**config.mk**
```make
export PLATFORM = sky130hd
export DESIGN_NAME = commit_tracker
export DESIGN_NICKNAME = d
export VERILOG_FILES = /design/src/rtl/commit_tracker.sv
export SDC_FILE = /design/constraint.sdc
export NUM_CORES = 1
export LEC_CHECK = 0
export ABC_CLOCK_PERIOD_IN_PS = 3100
export CORE_AREA = 2 2 421 423
export CTS_BUF_LIST = sky130_fd_sc_hd__clkbuf_8
export CTS_CLUSTER_SIZE = 40
export DETAILED_ROUTE_END_ITERATION = 8
export DIE_AREA = 0 0 423 425
export RECOVER_POWER = 50
export SLEW_MARGIN = 10
export SYNTH_ARGS = -nofsm -noshare
export SYNTH_HDL_FRONTEND = slang
export SYNTH_SLANG_ARGS = --single-unit
```
**constraint.sdc**
```tcl
create_clock -name clock -period 3.1 [get_ports clock]
set_input_delay 0.775 -clock clock [delete_from_list [all_inputs] [get_ports clock]]
set_output_delay 0.775 -clock clock [all_outputs]
set_load 0.01 [all_outputs]
```
**src/rtl/commit_tracker.sv**
```systemverilog
// Retirement monitor: registers retire lanes into difftest commit slots, keeps cycle/instr counters, latches the sim trap.
// Latency: all outputs one cycle after the retire; no backpressure, the retire stream is never stalled.
module commit_tracker #(
    parameter int         COMMIT_W    = 2,
    parameter int         XLEN        = 64,
    parameter logic [6:0] TRAP_OPCODE = 7'h6b,
    parameter int         CODE_W      = 8
) (
    input  logic                     clock,
    input  logic                     reset,
    input  logic [COMMIT_W-1:0]      rt_valid,
    input  logic [COMMIT_W*XLEN-1:0] rt_pc,
    input  logic [COMMIT_W*32-1:0]   rt_inst,
    input  logic [COMMIT_W-1:0]      rt_wen,
    input  logic [COMMIT_W*5-1:0]    rt_wdest,
    input  logic [COMMIT_W*XLEN-1:0] rt_wdata,
    input  logic [XLEN-1:0]          a0_data,
    input  logic                     perf_clean,
    input  logic                     perf_dump,
    output logic [COMMIT_W-1:0]      cmt_valid,
    output logic [COMMIT_W*XLEN-1:0] cmt_pc,
    output logic [COMMIT_W*32-1:0]   cmt_inst,
    output logic [COMMIT_W-1:0]      cmt_wen,
    output logic [COMMIT_W*8-1:0]    cmt_wdest,
    output logic [COMMIT_W*XLEN-1:0] cmt_wdata,
    output logic                     trap,
    output logic [CODE_W-1:0]        trap_code,
    output logic [XLEN-1:0]          trap_pc,
    output logic [63:0]              cycle_cnt,
    output logic [63:0]              instr_cnt,
    output logic                     dump_valid,
    output logic [63:0]              dump_cycle,
    output logic [63:0]              dump_instr
);

    localparam int CNT_W = $clog2(COMMIT_W + 1);

    typedef enum logic {
        RUN,
        HALTED
    } state_t;

    state_t                     state_q;
    logic [COMMIT_W-1:0]        cmt_valid_q;
    logic [COMMIT_W*XLEN-1:0]   cmt_pc_q;
    logic [COMMIT_W*32-1:0]     cmt_inst_q;
    logic [COMMIT_W-1:0]        cmt_wen_q;
    logic [COMMIT_W*8-1:0]      cmt_wdest_q;
    logic [COMMIT_W*XLEN-1:0]   cmt_wdata_q;
    logic                       trap_q;
    logic [CODE_W-1:0]          trap_code_q;
    logic [XLEN-1:0]            trap_pc_q;
    logic [63:0]                cycle_q;
    logic [63:0]                instr_q;
    logic                       dump_valid_q;
    logic [63:0]                dump_cycle_q;
    logic [63:0]                dump_instr_q;

    logic [COMMIT_W-1:0]        mask_d;
    logic                       trap_hit_d;
    logic [XLEN-1:0]            trap_pc_d;
    logic [CNT_W-1:0]           ncommit_d;
    logic [COMMIT_W-1:0]        wen_d;
    logic [63:0]                cycle_d;
    logic [63:0]                instr_d;
    logic                       unused_a0;

    assign unused_a0 = ^a0_data[XLEN-1:CODE_W];

    // Walk lanes oldest-first; once a trap commits, younger lanes are squashed.
    always_comb begin
        mask_d     = '0;
        trap_hit_d = 1'b0;
        trap_pc_d  = '0;
        ncommit_d  = '0;
        for (int i = 0; i < COMMIT_W; i++) begin
            if (rt_valid[i] && !trap_hit_d) begin
                mask_d[i] = 1'b1;
                ncommit_d = ncommit_d + 1'b1;
                if (rt_inst[i*32 +: 7] == TRAP_OPCODE) begin
                    trap_hit_d = 1'b1;
                    trap_pc_d  = rt_pc[i*XLEN +: XLEN];
                end
            end
        end
    end

    always_comb begin
        wen_d = '0;
        for (int i = 0; i < COMMIT_W; i++) begin
            wen_d[i] = rt_wen[i] && (rt_wdest[i*5 +: 5] != 5'd0);
        end
    end

    assign cycle_d = perf_clean ? 64'd0 : cycle_q + 64'd1;
    assign instr_d = perf_clean ? 64'd0 : instr_q + {{(64-CNT_W){1'b0}}, ncommit_d};

    always_ff @(posedge clock or negedge reset) begin
        if (!reset) begin
            state_q      <= RUN;
            cmt_valid_q  <= '0;
            cmt_pc_q     <= '0;
            cmt_inst_q   <= '0;
            cmt_wen_q    <= '0;
            cmt_wdest_q  <= '0;
            cmt_wdata_q  <= '0;
            trap_q       <= 1'b0;
            trap_code_q  <= '0;
            trap_pc_q    <= '0;
            cycle_q      <= '0;
            instr_q      <= '0;
            dump_valid_q <= 1'b0;
            dump_cycle_q <= '0;
            dump_instr_q <= '0;
        end else begin
            // Snapshot sees the pre-update counters, so it also works alongside a clean.
            dump_valid_q <= perf_dump;
            if (perf_dump) begin
                dump_cycle_q <= cycle_q;
                dump_instr_q <= instr_q;
            end
            case (state_q)
                RUN: begin
                    cmt_valid_q <= mask_d;
                    for (int i = 0; i < COMMIT_W; i++) begin
                        if (mask_d[i]) begin
                            cmt_pc_q[i*XLEN +: XLEN]    <= rt_pc[i*XLEN +: XLEN];
                            cmt_inst_q[i*32 +: 32]      <= rt_inst[i*32 +: 32];
                            cmt_wen_q[i]                <= wen_d[i];
                            cmt_wdest_q[i*8 +: 8]       <= {3'b000, rt_wdest[i*5 +: 5]};
                            cmt_wdata_q[i*XLEN +: XLEN] <= rt_wdata[i*XLEN +: XLEN];
                        end
                    end
                    cycle_q <= cycle_d;
                    instr_q <= instr_d;
                    if (trap_hit_d) begin
                        trap_q      <= 1'b1;
                        trap_code_q <= a0_data[CODE_W-1:0];
                        trap_pc_q   <= trap_pc_d;
                        state_q     <= HALTED;
                    end
                end
                HALTED: begin
                    cmt_valid_q <= '0;
                end
                default: begin
                    state_q <= RUN;
                end
            endcase
        end
    end

    assign cmt_valid  = cmt_valid_q;
    assign cmt_pc     = cmt_pc_q;
    assign cmt_inst   = cmt_inst_q;
    assign cmt_wen    = cmt_wen_q;
    assign cmt_wdest  = cmt_wdest_q;
    assign cmt_wdata  = cmt_wdata_q;
    assign trap       = trap_q;
    assign trap_code  = trap_code_q;
    assign trap_pc    = trap_pc_q;
    assign cycle_cnt  = cycle_q;
    assign instr_cnt  = instr_q;
    assign dump_valid = dump_valid_q;
    assign dump_cycle = dump_cycle_q;
    assign dump_instr = dump_instr_q;

endmodule

```
==> summary.txt <==
Run status
  • Status: finished with violations
  • Violated checks: max-capacitance violations, max-slew violations

Worst setup path
  • Max stage delay on crit path: 410 ps
  • Worst Path Buf+Inv: 4
  • Kind of cell adding the most delay to the critical path: simple AND/OR/NAND/NOR gates
  • CP endpoint kind: register
  • CP Cell Sequence: clkdlybuf4s50_1 -> nand4bb_2 -> nor2_4 -> buf_12 -> nor2b_1 -> ha_1 -> ha_4 -> fa_2 -> nand4_1 -> nor4_4 -> buf_6 -> nand4b_1 -> buf_4 -> o21ai_0 -> a21oi_2
  • Crit Path Class: input pin to register
  • Critical-path maximum fanout: 6
  • CP startpoint kind: input pin
  • Req. time, crit path: 3870 ps
  • CP max stage cell: clkdlybuf4s50_1
  • Data arrival time of the critical path: 3800 ps

Floorplan
  • # IOs: 1,072
  • Die height: 425 um
  • Core area: 175,000 um2
  • Die Footprint: 180,000 um2
  • Die Span X: 423 um
  • Rows: 154
  • Initial Utilization: 15.5%

Finish
  • FILL cells: 18.6k
  • Area growth syn-to-layout: 61.6%
  • Final instance area: 43,800 um2
  • Fin nets: 3,659
  • Register area: 16,600 um2
  • Share of cells above drive strength 1: 24.5%
  • Post-Route Utilization: 25.0%
  • Multi-input gate area: 10,100 um2

Pwr
  • Pwr Density: 602 nW/um2
  • Peak VDD IR: 0.440 mV
  • Switching power: 0.00790 W
  • Comb power frac: 24.1%
  • Clk pwr share: 35.5%
  • Net Sw Frac: 30.0%
  • P_leak: 17.8 nW
  • P_int: 0.0185 W
  • Total power: 0.0264 W
  • Sequential Power Share: 40.4%

Global route
  • GRT Util Overall: 14.5%
  • Number of global-route vias before repair: 23.1k
  • First-pass GRT wire length: 184,000 um
  • Largest net degree at the start of global routing: 73
  • Total gr overflow: 0
  • Initial antenna violation count: 63

STA
  • Final Hold Fails: 0
  • RSZ-0062 raised after global routing: false
  • Layout Skew: 44.6 ps
  • Worst slew pin tran: 2490 ps
  • Max Transition Viols Final: 84
  • Minimum clock period: 3030 ps
  • Fin worst setup slack: 71.3 ps
  • Slew HR: -66.3%
  • Final setup vio count: 0
  • Period utilization: 97.7%
  • Peak Freq: 330 MHz
  • Hold slack: 284 ps

Place
  • DP Wirelength: 108,000 um
  • Gp weighted congestion: 0.881
  • Port-buffer cells: 1,009
  • Placement Setup Slack: -1030 ps
  • Post-DP Area: 41,300 um2

Run
  • Max Cap Viol: 2

Clock tree
  • Clk Latency, worst-skew pair: 900 ps
  • CTS tree: done
  • Clock Path Buffers: 3
  • Clock-pin slew on the worst setup and hold paths: 60 ps
  • CTS buffer count: 131
  • H-Tree Depth: 4
  • CTS root buf: clkbuf_8
  • Clock sinks: 665

Detailed routing
  • WL final: 135,000 um
  • DRT Pass-1 Iters: 6
  • Wire per inst: 23.6 um
  • Via count: 22.5k
  • Via density: 3.95
  • Post-route ant nets: 0
  • Initial DRC Count: 1,207
  • Remaining DRCs: 0

Yosys
  • Mapped cell area: 27,100 um2
  • Post-synthesis area per instance: 13.1 um2
  • Yosys cell types: 51
  • FFs w/ async S/R, synth: 100%
  • Synth Register Bits: 665
  • Top_reg_cell synth: dfrtp_1
  • Post-Syn Instances: 2,066
  • Ys Warns: 0
  • Sequential area share after synthesis: 61.4%
  • Count of flip-flops with a built-in enable after synthesis: 0

Min path
  • HP Class: input pin to register
==> placed cells by master (no fill, tap or decap), drive strengths merged, types with 3 or more instances in the layout <==
cell type / count
clkdlybuf4s50: 1000
dfrtp: 665
mux2: 467
clkbuf: 197
buf: 119
nand2: 116
o21ai: 102
nor2: 91
a22oi: 64
inv: 64
nand4: 61
nand3: 52
a21oi: 52
xor2: 37
or3: 33
or4: 29
xnor2: 25
nor4: 23
o31ai: 21
nor3: 20
diode: 19
and3: 12
clkinv: 8
conb: 6
bufinv: 6
or2: 5
nand2b: 5
clkinvlp: 5
nor2b: 5
nand4b: 5
nand3b: 4
mux2i: 4
and4: 4
dlygate4sd2: 4
ha: 4
o211ai: 3
and2: 3
a22o: 3
==> cell families (layout without fill, tap and decap cells) <==
group                      after synthesis  count (layout)  share of synthesized area (%)
xor gates and xnor gates                62              62                           2.00
AOI/OAI and AO/OA                      252             252                           5.58
other                                    1              25                         0.0138
DFF                                    665             665                           61.4
and+or+nand+nor                        473             473                           9.18
muxes                                  471             471                           19.5
adders and majority gates                5               5                          0.258
buffers and inverters                  137            1406                           2.06
==> layer usage <==
| metal | vias up | share of wire, % | track usage [%] |
|---|---|---|---|
| li1 | 9900 | - | - |
| met1 | 11451 | 38 | 16.2 |
| met2 | 858 | 49 | 24.2 |
| met3 | 240 | 9.5 | 6.62 |
| met4 | 62 | 3.4 | 5.50 |
| met5 | - | 0.29 | 0 |
==> cell type report <==
class	count	area share [%]
sequential	665	38.0
timing repair buffer	1166	26.0
multi-input combinational	1269	23.0
tap	2340	6.68
clock buffer	157	4.93
clock inverter	64	1.15
inverter	19	0.163
antenna	19	0.108
==> power by group through the flow <==
stage / combinational [W] / sequential (W) / clock [W]
6_report: 0.00637 / 0.0106 / 0.00935
4_1_cts: 0.00657 / 0.0107 / 0.00971
5_1_grt: 0.00670 / 0.0108 / 0.0101
3_5_place_dp: 0.00655 / 0.0108 / 0
3_3_place_gp: 0.00652 / 0.0107 / 0
2_1_floorplan: 0.00160 / 0.0112 / 0
==> worst paths after layout <==
check	end	slack [ps]	cells past startpoint	from
setup reg to reg	cmt_pc[28]$_DFFE_PN0P_	340	5	state_q$_DFF_PN0_
min in group asynchronous	cycle_cnt[8]$_DFFE_PN0N_	980	2	reset
hold / removal	cmt_inst[4]$_DFFE_PN0P_	280	2	rt_inst[4]
setup / recovery	instr_cnt[38]$_DFFE_PN0N_	70	15	rt_inst[2]
hold reg to reg	trap_pc[53]$_DFFE_PN0P_	480	2	trap_pc[53]$_DFFE_PN0P_
max in group asynchronous	cmt_valid[0]$_DFF_PN0_	380	4	reset
==> synthesized netlist by cell type (all sizes together) (12+ instances only) <==
| master | instances | area [um2] |
|---|---|---|
| a21oi | 52 | 260 |
| a22oi | 64 | 480 |
| and3 | 12 | 75.1 |
| buf | 20 | 110 |
| clkbuf | 98 | 378 |
| dfrtp | 665 | 16600 |
| inv | 19 | 71.3 |
| mux2 | 467 | 5260 |
| nand2 | 116 | 435 |
| nand3 | 52 | 260 |
| nand4 | 61 | 388 |
| nor2 | 91 | 342 |
| nor3 | 20 | 100 |
| nor4 | 23 | 174 |
| o21ai | 102 | 510 |
| o31ai | 21 | 158 |
| or3 | 33 | 206 |
| or4 | 29 | 226 |
| xnor2 | 25 | 219 |
| xor2 | 37 | 324 |
==> sequential cells by signal, summed over array words and instances (netlist names) <==
register,count
cmt_wdata,128
dump_valid,1
trap_code,8
cmt_inst,64
instr_cnt,64
trap_pc,64
cmt_wen,2
dump_cycle,64
trap,1
state_q,1
cycle_cnt,64
cmt_pc,128
cmt_wdest,10
dump_instr,64
cmt_valid,2
==> timing repair <==
| action | CTS | global route |
|---|---|---|
| hold endpoints to repair | 39 | 0 |
| pin swaps | 0 | 6 |
| setup endpoints to repair | 5 | 20 |
| hold buffers | 1 | 0 |
| buffers inserted | 0 | 3 |
| gates resized for setup | 5 | 9 |
==> per-stage QoR <==
| stage | TNS [ps] | std cells |
|---|---|---|
| final | 0 | 5699 |
| after global routing | 0 | 5685 |
| after CTS | 0 | 5677 |
| after detailed placement | -178690 | 5455 |
| after global placement | -168380 | 5455 |
| after floorplan | -2300 | 2071 |
(Power assumes the default switching activity.)
